<file path="src/rtl/alu_pkg.sv">
// Shared ALU definitions: opcode encoding and the micro-op record held by the
// operand stage and consumed by the ALU stage.
// Widths of uop_t follow ALU_N/ALU_R; the operand stage N/R must match them.
package alu_pkg;

    localparam int ALU_N = 32;
    localparam int ALU_R = 5;

    typedef enum logic [3:0] {
        OP_AND  = 4'd0,
        OP_XOR  = 4'd1,
        OP_SUB  = 4'd2,
        OP_ADD  = 4'd3,
        OP_MOVE = 4'd4,
        OP_NOT  = 4'd5
    } alu_op_e;

    localparam logic [3:0] ALU_OP_MAX = 4'd5;

    typedef struct packed {
        logic [3:0]       alu_ctrl;
        logic [ALU_N-1:0] src_A;
        logic [ALU_N-1:0] src_B;
        logic [ALU_R-1:0] rd_idx;
        logic             rd_we;
        logic             illegal;
    } uop_t;

endpackage

</file>
<file path="src/rtl/fwd_select.sv">
// Per-source operand forwarding mux: x0 -> 0, then MEM, then WB, then regfile.
// Latency: combinational.
// Backpressure: none; pure function of its inputs.
// Ports: idx/rf_val (source index and regfile data), mem_*/wb_* (bypass
// sources), val (resolved operand).
module fwd_select #(
    parameter int N = 32,
    parameter int R = 5
) (
    input  logic [R-1:0] idx,
    input  logic [N-1:0] rf_val,
    input  logic         mem_we,
    input  logic [R-1:0] mem_rd,
    input  logic [N-1:0] mem_data,
    input  logic         wb_we,
    input  logic [R-1:0] wb_rd,
    input  logic [N-1:0] wb_data,
    output logic [N-1:0] val
);

    always_comb begin
        val = rf_val;
        if (idx == '0) begin
            val = '0;
        end else if (mem_we && (mem_rd == idx)) begin
            // MEM holds the younger result, so it wins over WB
            val = mem_data;
        end else if (wb_we && (wb_rd == idx)) begin
            val = wb_data;
        end
    end

endmodule

</file>
<file path="src/rtl/alu_operand_stage.sv">
// Decode-to-ALU operand stage: forwarding resolve, imm select, 2-entry skid.
// Latency: 1 cycle accept-to-out_valid when empty (or one held and firing).
// Backpressure: valid/ready; in_ready = ~skid_valid & ~flush, outputs held while stalled.
// Ports: in_* (decoded micro-op + regfile data), fwd_* (MEM/WB bypass),
// out_* (registered ALU operands + dest info), flush (kills held ops).
module alu_operand_stage
    import alu_pkg::*;
#(
    parameter int N = 32,
    parameter int R = 5
) (
    input  logic         clk,
    input  logic         rst_n,
    input  logic         flush,
    input  logic         in_valid,
    output logic         in_ready,
    input  logic [3:0]   in_alu_ctrl,
    input  logic [R-1:0] in_rs1_idx,
    input  logic [R-1:0] in_rs2_idx,
    input  logic [N-1:0] in_rs1_val,
    input  logic [N-1:0] in_rs2_val,
    input  logic [N-1:0] in_imm,
    input  logic         in_use_imm,
    input  logic [R-1:0] in_rd_idx,
    input  logic         in_rd_we,
    input  logic         fwd_mem_we,
    input  logic [R-1:0] fwd_mem_rd,
    input  logic [N-1:0] fwd_mem_data,
    input  logic         fwd_wb_we,
    input  logic [R-1:0] fwd_wb_rd,
    input  logic [N-1:0] fwd_wb_data,
    output logic         out_valid,
    input  logic         out_ready,
    output logic [3:0]   out_alu_ctrl,
    output logic [N-1:0] out_src_A,
    output logic [N-1:0] out_src_B,
    output logic [R-1:0] out_rd_idx,
    output logic         out_rd_we,
    output logic         out_illegal
);

    // State encoding is {skid_valid, main_valid}
    typedef enum logic [1:0] {
        ST_EMPTY = 2'b00,
        ST_ONE   = 2'b01,
        ST_BAD   = 2'b10,
        ST_FULL  = 2'b11
    } stage_state_e;

    stage_state_e state_q, state_d;
    uop_t         main_q, skid_q, in_uop;
    logic [N-1:0] rs1_res, rs2_res;
    logic         main_valid, skid_valid, accept, fire;
    logic         load_main_in, load_main_skid, load_skid;

    fwd_select #(.N(N), .R(R)) u_fwd_rs1 (
        .idx(in_rs1_idx), .rf_val(in_rs1_val),
        .mem_we(fwd_mem_we), .mem_rd(fwd_mem_rd), .mem_data(fwd_mem_data),
        .wb_we(fwd_wb_we), .wb_rd(fwd_wb_rd), .wb_data(fwd_wb_data),
        .val(rs1_res)
    );

    fwd_select #(.N(N), .R(R)) u_fwd_rs2 (
        .idx(in_rs2_idx), .rf_val(in_rs2_val),
        .mem_we(fwd_mem_we), .mem_rd(fwd_mem_rd), .mem_data(fwd_mem_data),
        .wb_we(fwd_wb_we), .wb_rd(fwd_wb_rd), .wb_data(fwd_wb_data),
        .val(rs2_res)
    );

    // Operands are frozen here at accept; held ops are never re-resolved.
    always_comb begin
        in_uop          = '0;
        in_uop.alu_ctrl = in_alu_ctrl;
        in_uop.src_A    = rs1_res;
        in_uop.src_B    = in_use_imm ? in_imm : rs2_res;
        in_uop.rd_idx   = in_rd_idx;
        in_uop.rd_we    = in_rd_we;
        in_uop.illegal  = (in_alu_ctrl > ALU_OP_MAX);
    end

    assign main_valid = state_q[0];
    assign skid_valid = state_q[1];
    // Depends only on skid state and flush, never on out_ready
    assign in_ready   = ~skid_valid & ~flush;
    assign accept     = in_valid & in_ready;
    assign fire       = main_valid & out_ready;

    always_comb begin
        state_d        = state_q;
        load_main_in   = 1'b0;
        load_main_skid = 1'b0;
        load_skid      = 1'b0;
        if (flush) begin
            state_d = ST_EMPTY;
        end else begin
            unique case (state_q)
                ST_EMPTY: begin
                    if (accept) begin
                        load_main_in = 1'b1;
                        state_d      = ST_ONE;
                    end
                end
                ST_ONE: begin
                    if (accept && fire) begin
                        load_main_in = 1'b1;
                    end else if (accept) begin
                        load_skid = 1'b1;
                        state_d   = ST_FULL;
                    end else if (fire) begin
                        state_d = ST_EMPTY;
                    end
                end
                ST_FULL: begin
                    if (fire) begin
                        load_main_skid = 1'b1;
                        state_d        = ST_ONE;
                    end
                end
                default: state_d = ST_EMPTY;
            endcase
        end
    end

    always_ff @(posedge clk or negedge rst_n) begin
        if (!rst_n) begin
            state_q <= ST_EMPTY;
            main_q  <= '0;
            skid_q  <= '0;
        end else begin
            state_q <= state_d;
            if (load_main_in) begin
                main_q <= in_uop;
            end else if (load_main_skid) begin
                main_q <= skid_q;
            end
            if (load_skid) begin
                skid_q <= in_uop;
            end
        end
    end

    assign out_valid    = main_valid;
    assign out_alu_ctrl = main_q.alu_ctrl;
    assign out_src_A    = main_q.src_A;
    assign out_src_B    = main_q.src_B;
    assign out_rd_idx   = main_q.rd_idx;
    assign out_rd_we    = main_q.rd_we;
    assign out_illegal  = main_q.illegal;

endmodule
</file>
<file path="config.mk">
export PLATFORM = sky130hd
export DESIGN_NAME = alu_operand_stage
export DESIGN_NICKNAME = d
export VERILOG_FILES = /design/src/rtl/alu_pkg.sv /design/src/rtl/fwd_select.sv /design/src/rtl/alu_operand_stage.sv
export SDC_FILE = /design/constraint.sdc
export NUM_CORES = 1
export LEC_CHECK = 0
export CORE_UTILIZATION = 40
export CTS_BUF_LIST = sky130_fd_sc_hd__clkbuf_8
export DETAILED_ROUTE_END_ITERATION = 16
export PLACE_DENSITY_LB_ADDON = 0.3
export SYNTH_ARGS = -nofsm -noshare
export SYNTH_HDL_FRONTEND = slang
export SYNTH_SLANG_ARGS = --single-unit
</file>
<file path="constraint.sdc">
create_clock -name clk -period 4.24 [get_ports clk]
set_clock_uncertainty 0.1 [all_clocks]
set_input_delay 1.272 -clock clk [delete_from_list [all_inputs] [get_ports clk]]
set_output_delay 1.272 -clock clk [all_outputs]
set_load 0.02 [all_outputs]
</file>
Word-level counts from Yosys, hierarchy flattened. Index checks and enable logic that the tools add are counted.

Bitwise operators: 5. Reductions and logical operators: 10. Muxes and demuxes: 26. Magnitude comparators: 1. Eq/ne operators: 10.

Operator list (count): $mux 32 (7); $mux 75 (2); $eq 5x5->1 (4); $mux 2 (6); $logic_not 5->1 (2); $mux 1 (9); $ne 3x3->1 const B (3); $pmux 2 s3 (1); $logic_and 1x1->1 (5); $gt 4x3->1 const B (1); $ne 4x4->1 const B (1); $reduce_and 4->1 (1); $and 1x1->1 (3); $eq 2x1->1 const B (1); $eq 2x2->1 const B (1); $logic_not 2->1 (1); $not 1->1 (2); $pmux 1 s2 (1); $reduce_bool 2->1 (1).

Output and inout bits: 77. Input bits: 198. Flip-flop bits (word level): 152.

Depth between registers and ports, before layout.
Depth in word-level cells: 8. Mapped depth: 9.

Cells and area by module. Synthesis repeated with hierarchy kept, for this count alone.

Cells, all modules: 983. Area, all modules: 9246.4 µm².

By module, submodules not included: alu_operand_stage (cells each 591, times used 1, sequential area each 3803.6 µm², area an instance 6739.0 µm²); fwd_select (cells each 196, times used 2, sequential area each 0.0 µm², area an instance 1253.7 µm²).

Least setup slack after synthesis. Ideal clock, no wire load.

Path type: input port to flip-flop. From: input fwd_wb_rd[3]. To: register main_q, in the netlist out_src_B[0]. Path buffers: 2. Setup slack: 1.160 ns. Setup time: 0.126 ns. Required time: 4.014 ns. Data arrival time: 2.854 ns. Stages on the path: 7. Cell sequence: xor2_1 -> nor4_1 -> and3_1 -> clkbuf_1 -> buf_2 -> mux2_2 -> a221o_1.

Word-level cells in the longest chain between the ends: 7.

Ends and longest elaborated chain: start: declaration (RTL line alu_operand_stage.sv:30) `input logic [R-1:0] fwd_wb_rd,`; $eq 5x5->1 (RTL line fwd_select.sv:28) `end else if (wb_we && (wb_rd == idx)) begin`; $logic_and 1x1->1 (RTL line fwd_select.sv:28); $mux 32 (RTL line fwd_select.sv:28); $mux 32 (RTL line fwd_select.sv:25) `end else if (mem_we && (mem_rd == idx)) begin`; $mux 32 (RTL line fwd_select.sv:23) `if (idx == '0) begin`; $mux 32 (RTL line alu_operand_stage.sv:75) `in_uop.src_B = in_use_imm ? in_imm : rs2_res;`; $mux 75 (RTL line alu_operand_stage.sv:131) `if (load_main_in) begin`; end signal: assignment (RTL line alu_operand_stage.sv:132) `main_q <= in_uop;`; end signal: assignment (RTL line alu_operand_stage.sv:134) `main_q <= skid_q;`; end: declaration (RTL line alu_operand_stage.sv:51) `uop_t main_q, skid_q, in_uop;`.

No other way between the ends. A chain may end at the register's enable or synchronous reset.

Final worst setup path.
From: input flush. To: output in_ready.

Word-level cells in the longest chain between the ends: 2.

Ends and longest elaborated chain: start: declaration (RTL line alu_operand_stage.sv:14) `input logic flush,`; $not 1->1 (RTL line alu_operand_stage.sv:84) `assign in_ready = ~skid_valid & ~flush;`; $and 1x1->1 (RTL line alu_operand_stage.sv:84); end: declaration (RTL line alu_operand_stage.sv:16) `output logic in_ready,`.

No other way between the ends.

==> reports/summary.md <==
The clock transition time at the flip-flop clock pins of the worst setup and hold paths is 90 ps, and the highest net fanout along the worst path is 6. The floorplan has 53 rows. The average cell area after synthesis is 10.1 µm².

The share of synthesized cell area in full adder, half adder and majority cells was 0.00573. The hold violation count in the final report was 0. The routed wire length per instance was 20.8 µm; the final weighted congestion in routability-driven placement was 0.800. The mux share of post-synthesis cell area works out to 0.143. The number of synthesized flops with an enable pin works out to 0. The post-synthesis share of cell area spent on xor and xnor gates is 0.0200.

The worst path needs 3940 ps of the cycle, external delays included. During placement, the flow inserted port buffers numbering 274. The clock insertion delay at the later pin of the skew report is 450 ps. The count of nets left with antenna violations once routing finished came out at 0. For the distinct cell type count of the synthesized netlist, the log shows 37. The area share of the leading cell type in the synthesized netlist is 0.435, and the proportion of power drawn by the clock network is 0.162.

The register bit total from synthesis is 152. The flow ran to the end, and the final reports show no timing, DRC or antenna violations. The fraction of the mapped netlist area in simple logic gates is 0.109. Startpoint type of the worst setup path: an input pin. The die covers 22,400 µm². The area of the core region came out at 21,200 µm². The sequential cell area fraction in the yosys report is 0.435.

The tools report the cell chosen for the clock root as sky130_fd_sc_hd__clkbuf_8. The effective utilization at floorplan is 0.412. For this design the total switching power over the nets is 2.45 mW.

The switching part of the total power came out at 0.366. For this block, the routed nets add up to 28,800 µm of wire. The routed layout has 8,142 vias. The worst setup path is captured at an output port.

Compared with the post-synthesis result, the final layout area differs by 38.7%. The net count after synthesis is 1,068, and the total power after layout is 6.70 mW. The via count of the first global-routing pass is 8,043, and the warning count from the yosys run is 0. For the data required time of the worst path, the log shows 2870 ps. In this run the cell area of the synthesized design comes to 8740 µm².

Dividing the detail-routed via count by the number of cells gives 5.86. The die extent in x works out to 150 µm. The tools report the worst slew margin relative to its limit as 0.288.

Ranked by total cell area, the synthesized netlist is headed by sky130_fd_sc_hd__dfrtp_1 (44%), sky130_fd_sc_hd__a221o_1 (11%), sky130_fd_sc_hd__mux2_2 (9.4%). In this run the cell area measured after placement is 11,700 µm². The remaining design rule violation count is 0.

The final period utilization is 0.930, and the placed wire-length estimate is 19,300 µm. Once placement completed, the tool counted placed cells totaling 1,356. TritonCTS built the clock tree.

Fraction of final layout cells sized beyond drive strength 1: 0.154. The number of hold buffers added after cts was 0. The tools report the max capacitance violation total as 0.

In this run the power density over the cells is 553 nW/µm². In the synthesized netlist the dominant register cell turns out to be sky130_fd_sc_hd__dfrtp_1. After routing the design area is 12,100 µm².

The maximum buffer depth of the clock tree is 2. The overall track demand over capacity in global routing is 0.260. The net count of the finished layout is 1,302. The worst min-delay path class was register to register.

The logs give 111 for the maximum number of pins on one net before global-route repair and 44,700 µm for the global-route wire length before repair. After synthesis, the largest family of logic cells by area is compound AO/OA/AOI/OAI gates. The number of detailed-routing iterations run before antenna repair was 5; the gate count after technology mapping was 866.

Counting the buffers created by CTS gives 17. The total overflow left after global routing is 0. The die is 150 µm tall. The count of cells in the finished layout, fillers not included, comes to 1,389. The number of antenna violations at the first check in global routing was 1.

The logs give 2570 ps for the data arrival at the endpoint of the critical path and 275 for the boundary pin count. For the setup violation total in the final timing report, the log shows 0. The tools report the CTS sink count as 152.

The share of total power in sequential cells is 0.378. Summed over all failing endpoints, the final setup total negative slack is 0 ps. The post-synthesis async set-or-reset flop share was 1.00. The leakage power of the design is 5.15 nW, and the number of DRC violations after detailed-routing iteration 0 is 619. The H-tree generated during clock tree synthesis spans 4 levels. The slew at the pin closest to its max-slew limit came out at 1060 ps. The logs give 0.264 mV for the worst ir drop on vdd and 0.460 for the fraction of power consumed by combinational cells. The critical path class is input pin to output port. The tools report the internal portion of total power as 4.25 mW. Setup repair after global routing left no endpoint under its margin. The area fraction in compound gates after synthesis was 0.244.

Buffers added to address setup during post-CTS repair amount to 0. The total count of max-transition violations in the final report is 0, and the maximum frequency from static timing analysis is 254 MHz. The tools report the total of cells resized after clock tree synthesis as 0. The largest total area in the synthesized netlist belongs to sky130_fd_sc_hd__dfrtp_1.
==> critical path, stage by stage <==
cell,delay [ps]
sky130_fd_sc_hd__clkdlybuf4s50_1,530
sky130_fd_sc_hd__nor2_1,150
sky130_fd_sc_hd__clkdlybuf4s50_1,620
==> kinds of logic after synthesis <==
| group | after synthesis |
|---|---|
| fa+ha+maj | 4 |
| flops | 152 |
| compound gates | 279 |
| mux | 116 |
| buf+inv | 82 |
| simple gates | 213 |
| xor+xnor | 20 |
==> layout by cell type (no fill, tap or decap), types with 3 or more instances in the layout <==
| master | n |
|---|---|
| sky130_fd_sc_hd__mux2i_1 | 42 |
| sky130_fd_sc_hd__buf_4 | 16 |
| sky130_fd_sc_hd__clkbuf_8 | 17 |
| sky130_fd_sc_hd__nor2_1 | 3 |
| sky130_fd_sc_hd__nor2_4 | 7 |
| sky130_fd_sc_hd__nand3_1 | 34 |
| sky130_fd_sc_hd__dfrtp_1 | 152 |
| sky130_fd_sc_hd__a31o_1 | 4 |
| sky130_fd_sc_hd__xor2_1 | 12 |
| sky130_fd_sc_hd__xnor2_1 | 8 |
| sky130_fd_sc_hd__clkdlybuf4s50_1 | 272 |
| sky130_fd_sc_hd__nor4_1 | 3 |
| sky130_fd_sc_hd__a31o_2 | 28 |
| sky130_fd_sc_hd__mux2_2 | 73 |
| sky130_fd_sc_hd__ha_1 | 4 |
| sky130_fd_sc_hd__buf_12 | 5 |
| sky130_fd_sc_hd__o21ai_0 | 78 |
| sky130_fd_sc_hd__a22o_1 | 32 |
| sky130_fd_sc_hd__nand2_1 | 147 |
| sky130_fd_sc_hd__clkinvlp_4 | 4 |
| sky130_fd_sc_hd__and3_2 | 3 |
| sky130_fd_sc_hd__a221o_1 | 97 |
| sky130_fd_sc_hd__inv_6 | 6 |
| sky130_fd_sc_hd__inv_1 | 3 |
| sky130_fd_sc_hd__a21oi_1 | 37 |
==> Yosys cell counts, types with 4 or more instances <==
cell and n:
sky130_fd_sc_hd__a31o_2 28, sky130_fd_sc_hd__mux2i_1 42, sky130_fd_sc_hd__a22o_1 32, sky130_fd_sc_hd__xnor2_1 8
sky130_fd_sc_hd__nand2_1 147, sky130_fd_sc_hd__buf_2 26, sky130_fd_sc_hd__a21oi_1 37, sky130_fd_sc_hd__and3_1 4
sky130_fd_sc_hd__a221o_1 97, sky130_fd_sc_hd__o21ai_0 78, sky130_fd_sc_hd__nor2_2 5, sky130_fd_sc_hd__dfrtp_1 152
sky130_fd_sc_hd__clkbuf_1 44, sky130_fd_sc_hd__mux2_2 73, sky130_fd_sc_hd__buf_4 4, sky130_fd_sc_hd__a31o_1 4
sky130_fd_sc_hd__xor2_1 12, sky130_fd_sc_hd__nand3_1 36, sky130_fd_sc_hd__ha_1 4, sky130_fd_sc_hd__nor2_1 6
==> area by class of cell <==
cell class	count	area [µm²]
clock buffers	17	234
diodes	1	2.50
multi-input cells	632	4630
inverters	2	7.51
repair buffers	295	2960
well taps	275	344
fillers	1873	9100
clock inverters	15	141
flip-flops and latches	152	3800
==> power groups by stage <==
stage	clock network [mW]	registers [mW]	logic, mW
detailed placement	0	2.55	3.07
finish	1.09	2.53	3.08
CTS	1.11	2.53	3.08
global placement	0	2.53	3.01
global route	1.17	2.61	3.34
floorplan	0	2.91	1.37
==> flip-flops by register name (all words and copies together), names as in the netlist <==
name	cells
skid_q	75
out_src_A	32
out_src_B	32
out_rd_idx	5
out_alu_ctrl	4
state_q	2
out_illegal	1
out_rd_we	1
==> layer usage <==
layer,track usage,up-vias,part of all wire
met2,0.409,400,0.47
met3,0.0488,25,0.079
met4,0.0692,0,0.014
li1,-,3743,-
met5,0,-,0
met1,0.364,3974,0.44
==> through the flow <==
stage / utilization / worst slack [ps] / hold slack, ps
after global routing: 0.571 / 267 / 430
after global placement: 0.553 / 247 / 374
after floorplan: - / 1160 / 351
after detailed placement: 0.553 / 171 / 383
after CTS: 0.571 / 288 / 405
final: 0.571 / 298 / 405
==> path summary, 6_finish.rpt <==
kind                       startpoint      endpoint  slack (ps)  depth (start not counted)
max                             flush      in_ready         300                          3
min                         skid_q[0]     skid_q[0]         400                          2
max reg2reg                state_q[1]  out_src_A[5]        1360                          6
min reg2reg                 skid_q[0]     skid_q[0]         400                          2
max in group asynchronous       rst_n     skid_q[8]        2520                          2
min in group asynchronous       rst_n    state_q[0]         720                          1
Note: power is estimated with default switching activity, not from simulation.
